==> config.mk <==
export PLATFORM = sky130hd
export DESIGN_NAME = pe_array_sched
export DESIGN_NICKNAME = d
export VERILOG_FILES = /design/src/rtl/pe_sched_pkg.sv /design/src/rtl/pe_array_sched_phase.sv /design/src/rtl/pe_array_sched.sv
export SDC_FILE = /design/constraint.sdc
export NUM_CORES = 1
export LEC_CHECK = 0
export ABC_AREA = 1
export BUFFER_PORTS_ARGS = -buffer_cell sky130_fd_sc_hd__buf_2
export CORE_MARGIN = 5
export CORE_UTILIZATION = 45
export DETAILED_ROUTE_END_ITERATION = 8
export GPL_ROUTABILITY_DRIVEN = 0
export PLACE_DENSITY = 0.67
export SYNTH_ARGS = -nofsm -noshare
export SYNTH_HDL_FRONTEND = slang
export SYNTH_SLANG_ARGS = --single-unit
export TNS_END_PERCENT = 1
==> constraint.sdc <==
create_clock -name clk_in -period 1.9 [get_ports clk_in]
set_clock_uncertainty 0.1 [all_clocks]
set_input_delay 0.19 -clock clk_in [delete_from_list [all_inputs] [get_ports clk_in]]
set_output_delay 0.19 -clock clk_in [all_outputs]
set_load 0.02 [all_outputs]
==> src/rtl/pe_sched_pkg.sv <==
// Shared definitions for the PE array scheduler.
//   state_t   : sequencer states
//   FRAME_LEN : cycles per array frame (phase counter period)
//   N_WEIGHT  : weight words per frame, replayed at phases 0..N_WEIGHT-1
//   ACT_PH0   : first activation phase of a frame
//   DATA_W    : width of the array data_in bus
package pe_sched_pkg;

    typedef enum logic [2:0] {
        IDLE,
        WLOAD,
        ALIGN,
        RUN,
        DRAIN
    } state_t;

    localparam int FRAME_LEN = 12;
    localparam int N_WEIGHT  = 9;
    localparam int ACT_PH0   = 9;
    localparam int DATA_W    = 27;

endpackage

==> src/rtl/pe_array_sched_phase.sv <==
// Free-running frame phase counter, mirror of the PE array's own counter.
// Counts 0..FRAME_LEN-1 from reset and is never gated, so it stays aligned
// with the array as long as both share the same reset.
// Ports:
//   clk_in, rst_in : clock, asynchronous active-low reset
//   phase          : current frame phase
//   frame_last     : phase is the last of the frame
//   wt_slot        : phase carries a weight word
//   act_rd_slot    : phase at which an activation read is issued
//   cap_slot[r]    : phase at which psum row r is valid
module pe_phase_ctr
    import pe_sched_pkg::*;
#(
    parameter int CAP_PHASE = 2
) (
    input  logic       clk_in,
    input  logic       rst_in,
    output logic [3:0] phase,
    output logic       frame_last,
    output logic       wt_slot,
    output logic       act_rd_slot,
    output logic [2:0] cap_slot
);

    always_ff @(posedge clk_in or negedge rst_in) begin
        if (!rst_in) begin
            phase <= '0;
        end else if (phase == 4'(FRAME_LEN - 1)) begin
            phase <= '0;
        end else begin
            phase <= phase + 4'd1;
        end
    end

    always_comb begin
        frame_last  = (phase == 4'(FRAME_LEN - 1));
        wt_slot     = (phase < 4'(N_WEIGHT));
        // Reads go out one cycle ahead of the activation slots.
        act_rd_slot = (phase >= 4'(ACT_PH0 - 1)) && (phase <= 4'(FRAME_LEN - 2));
        for (int unsigned r = 0; r < 3; r++) begin
            cap_slot[r] = (phase == 4'(CAP_PHASE + int'(r)));
        end
    end

endmodule

==> src/rtl/pe_array_sched.sv <==
// Phase-locked sequencer for a 3x3 weight-stationary PE array.
// Loads 9 weight words into a local cache, then replays them every frame
// together with 3 streamed activation words, and returns one 3-bit sign
// result per frame from the array's row partial sums.
// Optional build macro: PE_SCHED_FULL_PSUM_EN adds res_psum_out.
// Ports:
//   clk_in, rst_in          : clock, asynchronous active-low reset
//   start_in                : job start pulse (ignored while busy)
//   num_frames_in           : frames in job, sampled at start
//   act_base_in             : first activation address, sampled at start
//   busy_out, done_out      : job status / end-of-job pulse
//   wmem_rd_out/addr/rdata  : weight SRAM, 1-cycle read latency
//   amem_rd_out/addr/rdata  : activation SRAM, 1-cycle read latency
//   pe_data_out             : array data_in bus
//   psum_row_{0,1,2}_in     : array row partial sums
//   res_valid_out/res_bits  : result strobe, {row2,row1,row0} sign bits
//   res_psum_out            : (optional) full captured psums
module pe_array_sched
    import pe_sched_pkg::*;
#(
    parameter int WIDTH     = 14,
    parameter int ADDR_W    = 12,
    parameter int CAP_PHASE = 2
) (
    input  logic                clk_in,
    input  logic                rst_in,
    input  logic                start_in,
    input  logic [15:0]         num_frames_in,
    input  logic [ADDR_W-1:0]   act_base_in,
    output logic                busy_out,
    output logic                done_out,
    output logic                wmem_rd_out,
    output logic [3:0]          wmem_addr_out,
    input  logic [DATA_W-1:0]   wmem_rdata_in,
    output logic                amem_rd_out,
    output logic [ADDR_W-1:0]   amem_addr_out,
    input  logic [DATA_W-1:0]   amem_rdata_in,
    output logic [DATA_W-1:0]   pe_data_out,
    input  logic [WIDTH-1:0]    psum_row_0_in,
    input  logic [WIDTH-1:0]    psum_row_1_in,
    input  logic [WIDTH-1:0]    psum_row_2_in,
`ifdef PE_SCHED_FULL_PSUM_EN
    output logic [3*WIDTH-1:0]  res_psum_out,
`endif
    output logic                res_valid_out,
    output logic [2:0]          res_bits_out
);

    state_t state, state_nx;

    logic [3:0]        phase;
    logic              frame_last;
    logic              wt_slot;
    logic              act_rd_slot;
    logic [2:0]        cap_slot;

    logic [DATA_W-1:0] wcache [N_WEIGHT];
    logic [3:0]        widx;
    logic              wr_en;
    logic [3:0]        wr_idx;
    logic              act_vld;
    logic [15:0]       frames;
    logic [15:0]       fcnt;
    logic [ADDR_W-1:0] frame_addr;
    logic [2:0]        cap_sign;
    logic              start_ok;
    logic              cap_en;
    logic [WIDTH-1:0]  rows [3];

    pe_phase_ctr #(
        .CAP_PHASE(CAP_PHASE)
    ) u_phase (
        .clk_in     (clk_in),
        .rst_in     (rst_in),
        .phase      (phase),
        .frame_last (frame_last),
        .wt_slot    (wt_slot),
        .act_rd_slot(act_rd_slot),
        .cap_slot   (cap_slot)
    );

    always_comb begin
        rows[0] = psum_row_0_in;
        rows[1] = psum_row_1_in;
        rows[2] = psum_row_2_in;
    end

    assign start_ok = start_in && (state == IDLE) && !busy_out;
    // Frame 0 of RUN has no valid psums yet; DRAIN carries the last frame's.
    assign cap_en   = (state == DRAIN) || ((state == RUN) && (fcnt != '0));

    always_ff @(posedge clk_in or negedge rst_in) begin
        if (!rst_in) begin
            state <= IDLE;
        end else begin
            state <= state_nx;
        end
    end

    always_comb begin
        state_nx      = state;
        wmem_rd_out   = 1'b0;
        wmem_addr_out = '0;
        amem_rd_out   = 1'b0;
        amem_addr_out = '0;
        pe_data_out   = '0;
        case (state)
            IDLE: begin
                if (start_ok && (num_frames_in != '0)) begin
                    state_nx = WLOAD;
                end
            end
            WLOAD: begin
                if (widx < 4'(N_WEIGHT)) begin
                    wmem_rd_out   = 1'b1;
                    wmem_addr_out = widx;
                end
                if (wr_en && (wr_idx == 4'(N_WEIGHT - 1))) begin
                    state_nx = ALIGN;
                end
            end
            ALIGN: begin
                if (frame_last) begin
                    state_nx = RUN;
                end
            end
            RUN: begin
                if (act_rd_slot) begin
                    amem_rd_out   = 1'b1;
                    amem_addr_out = frame_addr + ADDR_W'(phase - 4'(ACT_PH0 - 1));
                end
                if (frame_last && (fcnt == frames - 16'd1)) begin
                    state_nx = DRAIN;
                end
            end
            DRAIN: begin
                if (frame_last) begin
                    state_nx = IDLE;
                end
            end
            default: state_nx = IDLE;
        endcase
        if ((state == RUN) || (state == DRAIN)) begin
            if (wt_slot) begin
                pe_data_out = wcache[phase];
            end else if (act_vld) begin
                pe_data_out = amem_rdata_in;
            end
        end
    end

    // Weight fetch and activation read tracking.
    always_ff @(posedge clk_in or negedge rst_in) begin
        if (!rst_in) begin
            widx    <= '0;
            wr_en   <= 1'b0;
            wr_idx  <= '0;
            act_vld <= 1'b0;
            for (int unsigned i = 0; i < N_WEIGHT; i++) begin
                wcache[i] <= '0;
            end
        end else begin
            wr_en   <= wmem_rd_out;
            wr_idx  <= widx;
            act_vld <= amem_rd_out;
            if (wr_en) begin
                wcache[wr_idx] <= wmem_rdata_in;
            end
            if (state != WLOAD) begin
                widx <= '0;
            end else if (wmem_rd_out) begin
                widx <= widx + 4'd1;
            end
        end
    end

    // Job bookkeeping.
    always_ff @(posedge clk_in or negedge rst_in) begin
        if (!rst_in) begin
            frames     <= '0;
            fcnt       <= '0;
            frame_addr <= '0;
            busy_out   <= 1'b0;
            done_out   <= 1'b0;
        end else begin
            if (start_ok && (num_frames_in != '0)) begin
                frames     <= num_frames_in;
                fcnt       <= '0;
                frame_addr <= act_base_in;
            end else if ((state == RUN) && frame_last) begin
                fcnt       <= fcnt + 16'd1;
                frame_addr <= frame_addr + ADDR_W'(3);
            end
            done_out <= (start_ok && (num_frames_in == '0)) ||
                        ((state == DRAIN) && frame_last);
            if (start_ok && (num_frames_in != '0)) begin
                busy_out <= 1'b1;
            end else if (done_out) begin
                busy_out <= 1'b0;
            end
        end
    end

    // Result capture: row r latched at its phase, published after row 2.
    always_ff @(posedge clk_in or negedge rst_in) begin
        if (!rst_in) begin
            cap_sign      <= '0;
            res_valid_out <= 1'b0;
            res_bits_out  <= '0;
        end else begin
            for (int unsigned r = 0; r < 3; r++) begin
                if (cap_en && cap_slot[r]) begin
                    cap_sign[r] <= rows[r][WIDTH-1];
                end
            end
            res_valid_out <= cap_en && cap_slot[2];
            if (cap_en && cap_slot[2]) begin
                res_bits_out <= {rows[2][WIDTH-1], cap_sign[1:0]};
            end
        end
    end

`ifdef PE_SCHED_FULL_PSUM_EN
    logic [WIDTH-1:0] cap_psum [2];

    always_ff @(posedge clk_in or negedge rst_in) begin
        if (!rst_in) begin
            cap_psum[0]  <= '0;
            cap_psum[1]  <= '0;
            res_psum_out <= '0;
        end else begin
            if (cap_en && cap_slot[0]) cap_psum[0] <= rows[0];
            if (cap_en && cap_slot[1]) cap_psum[1] <= rows[1];
            if (cap_en && cap_slot[2]) begin
                res_psum_out <= {rows[2], cap_psum[1], cap_psum[0]};
            end
        end
    end
`else
    logic unused_psum_bits;
    assign unused_psum_bits = ^{psum_row_0_in[WIDTH-2:0],
                                psum_row_1_in[WIDTH-2:0],
                                psum_row_2_in[WIDTH-2:0]};
`endif

endmodule

==> key figures, run 1 <==
GRT
  • Gr usage total: 23.6%
  • Largest net degree at the start of global routing: 73
  • Global-route wire length before repair: 75.5 mm
  • Total grt overflow: 0
  • Vias in the first global route: approximately 15000
  • Antenna violations before repair: 1

Placement
  • IO buf count: between 100 and 150
  • Hpwl dp: 29.0 mm
  • Placed cell count: 2613

Route
  • Per-cell routed wire length: 16.9 um
  • First-pass iteration count of the detailed router: 6
  • Wire length on met2: between 20 and 25 mm
  • Total Wirelength: 46.5 mm
  • DR top layer: met4
  • DR vias: around 15000
  • M1 wire length: between 20 and 25 mm
  • Routed Antenna Nets: 0
  • Vias per cell: 5.40
  • Drt drc: 0
  • DR WL met3: 2.79 mm
  • DR iter-0 viols: 1087

Yosys
  • Synth top area share: around half
  • Avg Cell Area, Syn: between 7 and 8 um^2
  • Unique cell type count in the Yosys netlist: 55
  • Synth Instances: 1958
  • Ys Warns: 0
  • Async S/R FF share, synth: 100%
  • Mapped Area: around 16000 um^2
  • Predominant post-synthesis flop cell: dfrtp_1
  • Yosys top cell by area: dfrtp_1
  • Syn nets: roughly 2100
  • Seq cells post-synth: 312
  • Post-synth EDFFs: 0
  • Synth top area cells: dfrtp_1 (50%), o21ai_0 (13%), nand2_1 (12%)
  • Register area share after synthesis: 50.1%

Pwr
  • Total power draw: 0.0276 W
  • Leakage: just under 10 nW
  • Worst vdd ir: 892 uV
  • Pwr dens: 1320 nW/um^2

Clock tree
  • Clk sinks: 312
  • CTS tree: yes
  • CTS clk-pin slew, worst paths: 0.06 ns
  • Clk_lat worst skew: around 0.52 ns
  • CTS Root Cell: clkbuf_16
  • H-tree depth: 2
  • Clk buf depth: 3
  • Inserted Clock Buffers: 36

Critical path
  • Crit Path Class: register to output port
  • CP Max Fanout: 4
  • Critical Path Source Type: register
  • Worst Path Arrival: 2.47 ns
  • R2R depth: 13
  • Req. time, crit path: 1.61 ns
  • Crit. End Element: output port

Layout
  • ANT cells: 0
  • Fin nets: between 2000 and 2500
  • Area delta synth->final: 33.9%
  • Multi-input logic area: 7490 um^2
  • Layout cell share with drive strength beyond 1: 24.0%
  • Seq. cell area: around 7800 um^2
  • Non-Filler Instances: roughly 2700
  • Fillers: 2915

Die
  • Num ports: around 180
  • Core footprint: 34400 um^2
  • Row count: 68
  • Initial core utilization: 45.3%
  • Die Footprint: 38500 um^2
  • Chip Height: roughly 200 um
  • Die Wd: 196 um

Hold path
  • Hold Path Cell Cnt: 3
  • Worst hold path class: primary input to register

STA
  • Slew Limit Fails: 0
  • Worst slew pin tran: approximately 0.64 ns
  • Max_slew headroom: 57.1%
  • Final setup margin: -0.857 ns
  • Final-report setup violation count: about 50
  • RSZ-0062 raised after global routing: yes
  • Period utilisation layout: 145%
  • Max Clk Rate: 363 MHz
  • Final min period: 2.76 ns
  • Hold Violations, Final: 0

Status
  • Status: finished with violations
  • Failing checks: negative setup slack

Flow run
  • Max_cap viols: 0
[sequential cells by signal, summed over array words and instances (netlist names), 3 cells and up]
register       cells
res_bits_out       3
state              3
fcnt              16
widx               4
frame_addr        12
wr_idx             4
u_phase.phase      4
frames            16
wcache           243
[critical path, stage by stage (launching register included)]
cell        delay, ns
dfrtp_2          0.40
clkinvlp_4       0.12
buf_4            0.18
ha_4             0.24
a21oi_2          0.15
o21ai_2          0.09
a21oi_2          0.16
nor2_1           0.07
nor2_2           0.15
o21ai_1          0.09
a21oi_2          0.15
buf_6            0.14
[layout make-up]
class	instances	area share, %
Sequential cell	312	37.4
Multi-Input combinational cell	1406	35.9
Timing Repair Buffer	372	15.2
Clock buffer	54	5.37
Tap cell	455	2.73
Inverter	131	2.51
Clock inverter	12	0.833
Timing Repair inverter	1	0.0360
[per-stage QoR]
step | instance area, um^2 | setup TNS (ns) | util [%] | hold slack, ns | worst slack (ns)
after floorplan | 15800 | -10.26 | - | -0.206 | -0.300
after global placement | 18300 | -9.77 | 53.3 | 0.00827 | -0.378
after detailed placement | 18300 | -11.27 | 53.3 | 0.00963 | -0.394
after CTS | 20700 | -29.81 | 60.1 | 0.0112 | -0.745
after global routing | 20900 | -34.73 | 60.7 | 0.0338 | -0.915
final | 20900 | -28.91 | 60.7 | 0.0249 | -0.857
[power breakdown]
| group | switching (W) | internal (W) | total [W] |
|---|---|---|---|
| Sequential | 0.00150 | 0.00896 | 0.0105 |
| Clock | 0.00278 | 0.00463 | 0.00741 |
| Combinational | 0.00553 | 0.00425 | 0.00978 |
| Total | 0.00981 | 0.0178 | 0.0276 |
[metal layers]
| layer | global-route usage (%) | up-vias |
|---|---|---|
| met2 | 39.0 | 445 |
| met4 | 6.28 | 0 |
| li1 | - | 7144 |
| met5 | 0 | - |
| met3 | 3.23 | 77 |
| met1 | 33.1 | 7136 |
[worst paths after layout]
path                                            start                 endpoint  slack (ns)
setup / recovery           u_phase.phase[3]$_DFF_PN0_         amem_addr_out[9]       -0.86
max in group asynchronous                      rst_in  wcache[210]$_DFFE_PN0P_        0.89
hold / removal                      wmem_rdata_in[26]  wcache[161]$_DFFE_PN0P_        0.02
hold reg to reg                   widx[1]$_DFFE_PN0P_      wr_idx[1]$_DFF_PN0_        0.33
setup reg to reg                frames[0]$_DFFE_PN0P_     state[0]$_DFFE_PN0P_       -0.18
min in group asynchronous                      rst_in  wcache[147]$_DFFE_PN0P_        0.06
[cell families (layout without fill, tap and decap cells)]
kind of cell             count (synthesis)  in the layout  share of synthesized area (%)
AO/OA/AOI/OAI                          572            572                           20.2
XOR/XNOR                                19             19                           1.07
adder cells (fa/ha/maj)                 22             22                           1.81
buffers and inverters                  240            570                           6.08
flip-flops                             312            312                           50.1
AND/OR/NAND/NOR                        793            793                           20.8
[layout by cell type (no fill, tap or decap), types with 4 or more instances in the layout]
cell type	n
nand2_1	498
o21ai_0	368
dfrtp_1	309
buf_4	169
nor2_1	168
inv_1	114
buf_2	100
dlygate4sd3_1	57
o22ai_1	55
a211oi_2	47
nand3_1	43
clkbuf_16	38
buf_12	30
o21ai_1	28
nor2_2	28
a21oi_1	17
a21oi_2	13
buf_6	12
xor2_1	11
clkbuf_8	11
inv_2	10
a211oi_1	10
ha_4	9
nand2_2	8
xnor2_1	8
ha_1	8
nor2_4	7
nand4_1	7
nand3_2	7
o21ai_2	6
nor3_2	6
nor3_1	6
clkinv_2	6
a21oi_4	5
clkbuf_1	5
a31oi_1	4
ha_2	4
bufinv_16	4
[synthesized netlist by cell type (2+ instances only)]
cell type    n
nor3_2       2
clkbuf_1    80
nor3_1      11
inv_2        7
xor2_1      11
buf_2       23
nand3_1     47
a21oi_1     34
o21ai_0    401
nand3_2      4
nor2_2      14
inv_1      121
o221ai_1     2
nand2_4      2
nand4_1      7
o21a_1       2
ha_1        21
xnor2_1      8
a211oi_1    57
nand2_2      3
a31oi_1      5
o22ai_1     55
nand2_1    503
o21ai_1      2
a21o_1       2
nor4_1       3
clkbuf_2     2
nand3b_1     2
buf_4        3
dfrtp_1    312
nor2_1     188
[timing repair]
item                                   4_1_cts  5_1_grt
endpoints found under the hold margin      528        0
setup endpoints to repair                   72       78
hold buffers                                57        0
cloned                                       3        0
pin swaps                                   15       18
resized for setup                          122       63
setup buffers                                4        0
(Power assumes the default switching activity.)
==> run 2: changes to the inputs <==
==> constraint.sdc (replaced) <==
create_clock -name clk_in -period 1.9 [get_ports clk_in]
set_clock_uncertainty 0.1 [all_clocks]
set_input_delay 0.38 -clock clk_in [delete_from_list [all_inputs] [get_ports clk_in]]
set_output_delay 0.38 -clock clk_in [all_outputs]
set_load 0.02 [all_outputs]
==> key figures, run 2 (synthesis gave the netlist of run 1 again) <==
Status
  • Status: finished with violations
  • Failing checks: negative setup slack

Clock tree
  • H-tree depth: 2
  • CTS tree: yes
  • Clk buf depth: 3
  • Clk_lat worst skew: 0.52 ns
  • CTS Root Cell: clkbuf_16
  • Inserted Clock Buffers: 35
  • CTS clk-pin slew, worst paths: approximately 0.06 ns
  • Clk sinks: 312

Die
  • Row count: 68
  • Core footprint: approximately 34000 um^2
  • Chip Height: just under 200 um
  • Num ports: about 180
  • Die Wd: between 150 and 200 um
  • Initial core utilization: 45.3%
  • Die Footprint: around 38000 um^2

Route
  • First-pass iteration count of the detailed router: 5
  • Total Wirelength: 44.8 mm
  • Drt drc: 0
  • DR vias: 14531
  • Per-cell routed wire length: between 15 and 20 um
  • Vias per cell: 5.36
  • Routed Antenna Nets: 0
  • DR iter-0 viols: just over 1000

STA
  • Max Clk Rate: 346 MHz
  • Max_slew headroom: 58.8%
  • Period utilisation layout: 152%
  • Final setup margin: -0.989 ns
  • Setup_tns: -35.00 ns
  • RSZ-0062 raised after global routing: yes
  • Slew Limit Fails: 0
  • Worst slew pin tran: 0.618 ns
  • Hold Violations, Final: 0
  • Final min period: 2.89 ns
  • Final-report setup violation count: 50

Critical path
  • Buffers & Inverters on Critical Path: 3
  • Worst Path Arrival: 2.41 ns
  • Family with the most delay on the worst path: compound AO/OA/AOI/OAI gates
  • R2R Setup Slk: -0.13 ns
  • Crit. End Element: output port
  • Crit Path Class: register to output port
  • Slowest cell on the critical path: dfrtp_1
  • RR Startpoint: frames[0]$_DFFE_PN0P_
  • Crit path cell chain: clkinvlp_4, buf_6, ha_4, a21oi_4, o21ai_2, a21oi_2, nor2_1, nor2_2, o21ai_2, a21oi_2, buf_6
  • CP Max Fanout: 4
  • Req. time, crit path: 1.42 ns
  • Critical Path Source Type: register
  • Crit path launch: u_phase.phase[3]$_DFF_PN0_
  • Max incr delay on CP: about 0.39 ns

Layout
  • Final core occ: 59.2%
  • Seq. cell area: 7810 um^2
  • Max reg flops: roughly 240
  • Area delta synth->final: 30.7%
  • Most flop-heavy register: wcache
  • Layout cell share with drive strength beyond 1: 24.5%
  • Top flop regs: wcache (243), fcnt (16), frames (16)
  • Fillers: 3003
  • Fin nets: 2377
  • Most common cell after layout, fill and taps aside: nand2_1
  • Multi-input logic area: ~7500 um^2
  • Most frequent cells in the layout: nand2_1 (493), o21ai_0 (378), dfrtp_1 (310)

Flow run
  • Max_cap viols: 0

GRT
  • Antenna violations before repair: 2
  • Largest net degree at the start of global routing: 62
  • Gr usage total: between 20 and 25%
  • Vias in the first global route: 14215
  • Global-route wire length before repair: 73.2 mm
  • Total grt overflow: 0

Placement
  • IO buf count: about 140
  • Hpwl dp: 28.6 mm

Pwr
  • Worst vdd ir: roughly 900 uV
  • Total power draw: 0.0272 W
  • Leakage: approximately 9.7 nW
  • Pwr dens: around 1300 nW/um^2

Hold path
  • HP Start: act_base_in[2]
  • Worst hold path class: primary input to register
run 2: changes by cell type in the layout (fill, tap and decap cells not counted), sizes merged:
cell / previous run / this run
clkinvlp: 3 / 1
clkinv: 10 / 12
diode: 0 / 2
clkbuf: 54 / 50
buf: 314 / 320
bufinv: 4 / 3
dlygate4sd3: 57 / 21
run 2: through the flow:
step / hold slack [ns] / cell area, um^2 / setup slack (ns) / std cells
after CTS: 0.00678 / 20200 / -0.910 / 2708
after global routing: 0.0132 / 20400 / -1.05 / 2710
final: 0.00725 / 20400 / -0.989 / 2710
after global placement: 0.181 / 18300 / -0.557 / 2619
after detailed placement: 0.175 / 18300 / -0.587 / 2619
after floorplan: -0.0156 / 15800 / -0.490 / 1958
run 2: path summary, 6_finish.rpt:
check | endpoint | cells after the start
setup / recovery | amem_addr_out[9] | 11
hold reg to reg | wr_idx[3]$_DFF_PN0_ | 0
min in group asynchronous | wcache[31]$_DFFE_PN0P_ | 2
setup reg to reg | state[0]$_DFFE_PN0P_ | 13
max in group asynchronous | frames[2]$_DFFE_PN0P_ | 3
hold / removal | frame_addr[2]$_DFFE_PN0P_ | 3
run 2: tightest hold or removal path, cell delays in order:
cell and delay, ns:
buf_2 0.09, nand2_1 0.05, o221ai_1 0.06
run 2: per-layer routing:
layer / wire length [um] / part of all wire (%) / track usage, %
met2: 21000 / 47 / 37.0
met4: 992 / 2.2 / 6.34
met3: 2320 / 5.2 / 3.01
met1: 20400 / 45 / 32.4
met5: 131 / 0.29 / 2.43
run 2: layout make-up:
class | count | area share (%)
tap | 455 | 2.80
timing repair buffer | 342 | 13.6
inverter | 131 | 2.53
sequential | 312 | 38.4
multi-input combinational | 1406 | 36.8
antenna | 2 | 0.0246
clock buffer | 50 | 5.12
clock inverter | 12 | 0.737
run 2: timing repair:
action                                 in CTS  in global routing
setup buffers                               5                  0
setup endpoints to repair                  65                 91
cloned                                      1                  0
pin swaps                                  17                 13
endpoints found under the hold margin     108                  0
resized for setup                         122                 54
hold buffers                               21                  0
run 2: power breakdown:
group | switching [W] | internal [W] | leakage, nW
Combinational | 0.00552 | 0.00435 | 5.70
Sequential | 0.00146 | 0.00896 | 3.36
Clock | 0.00268 | 0.00424 | 0.595
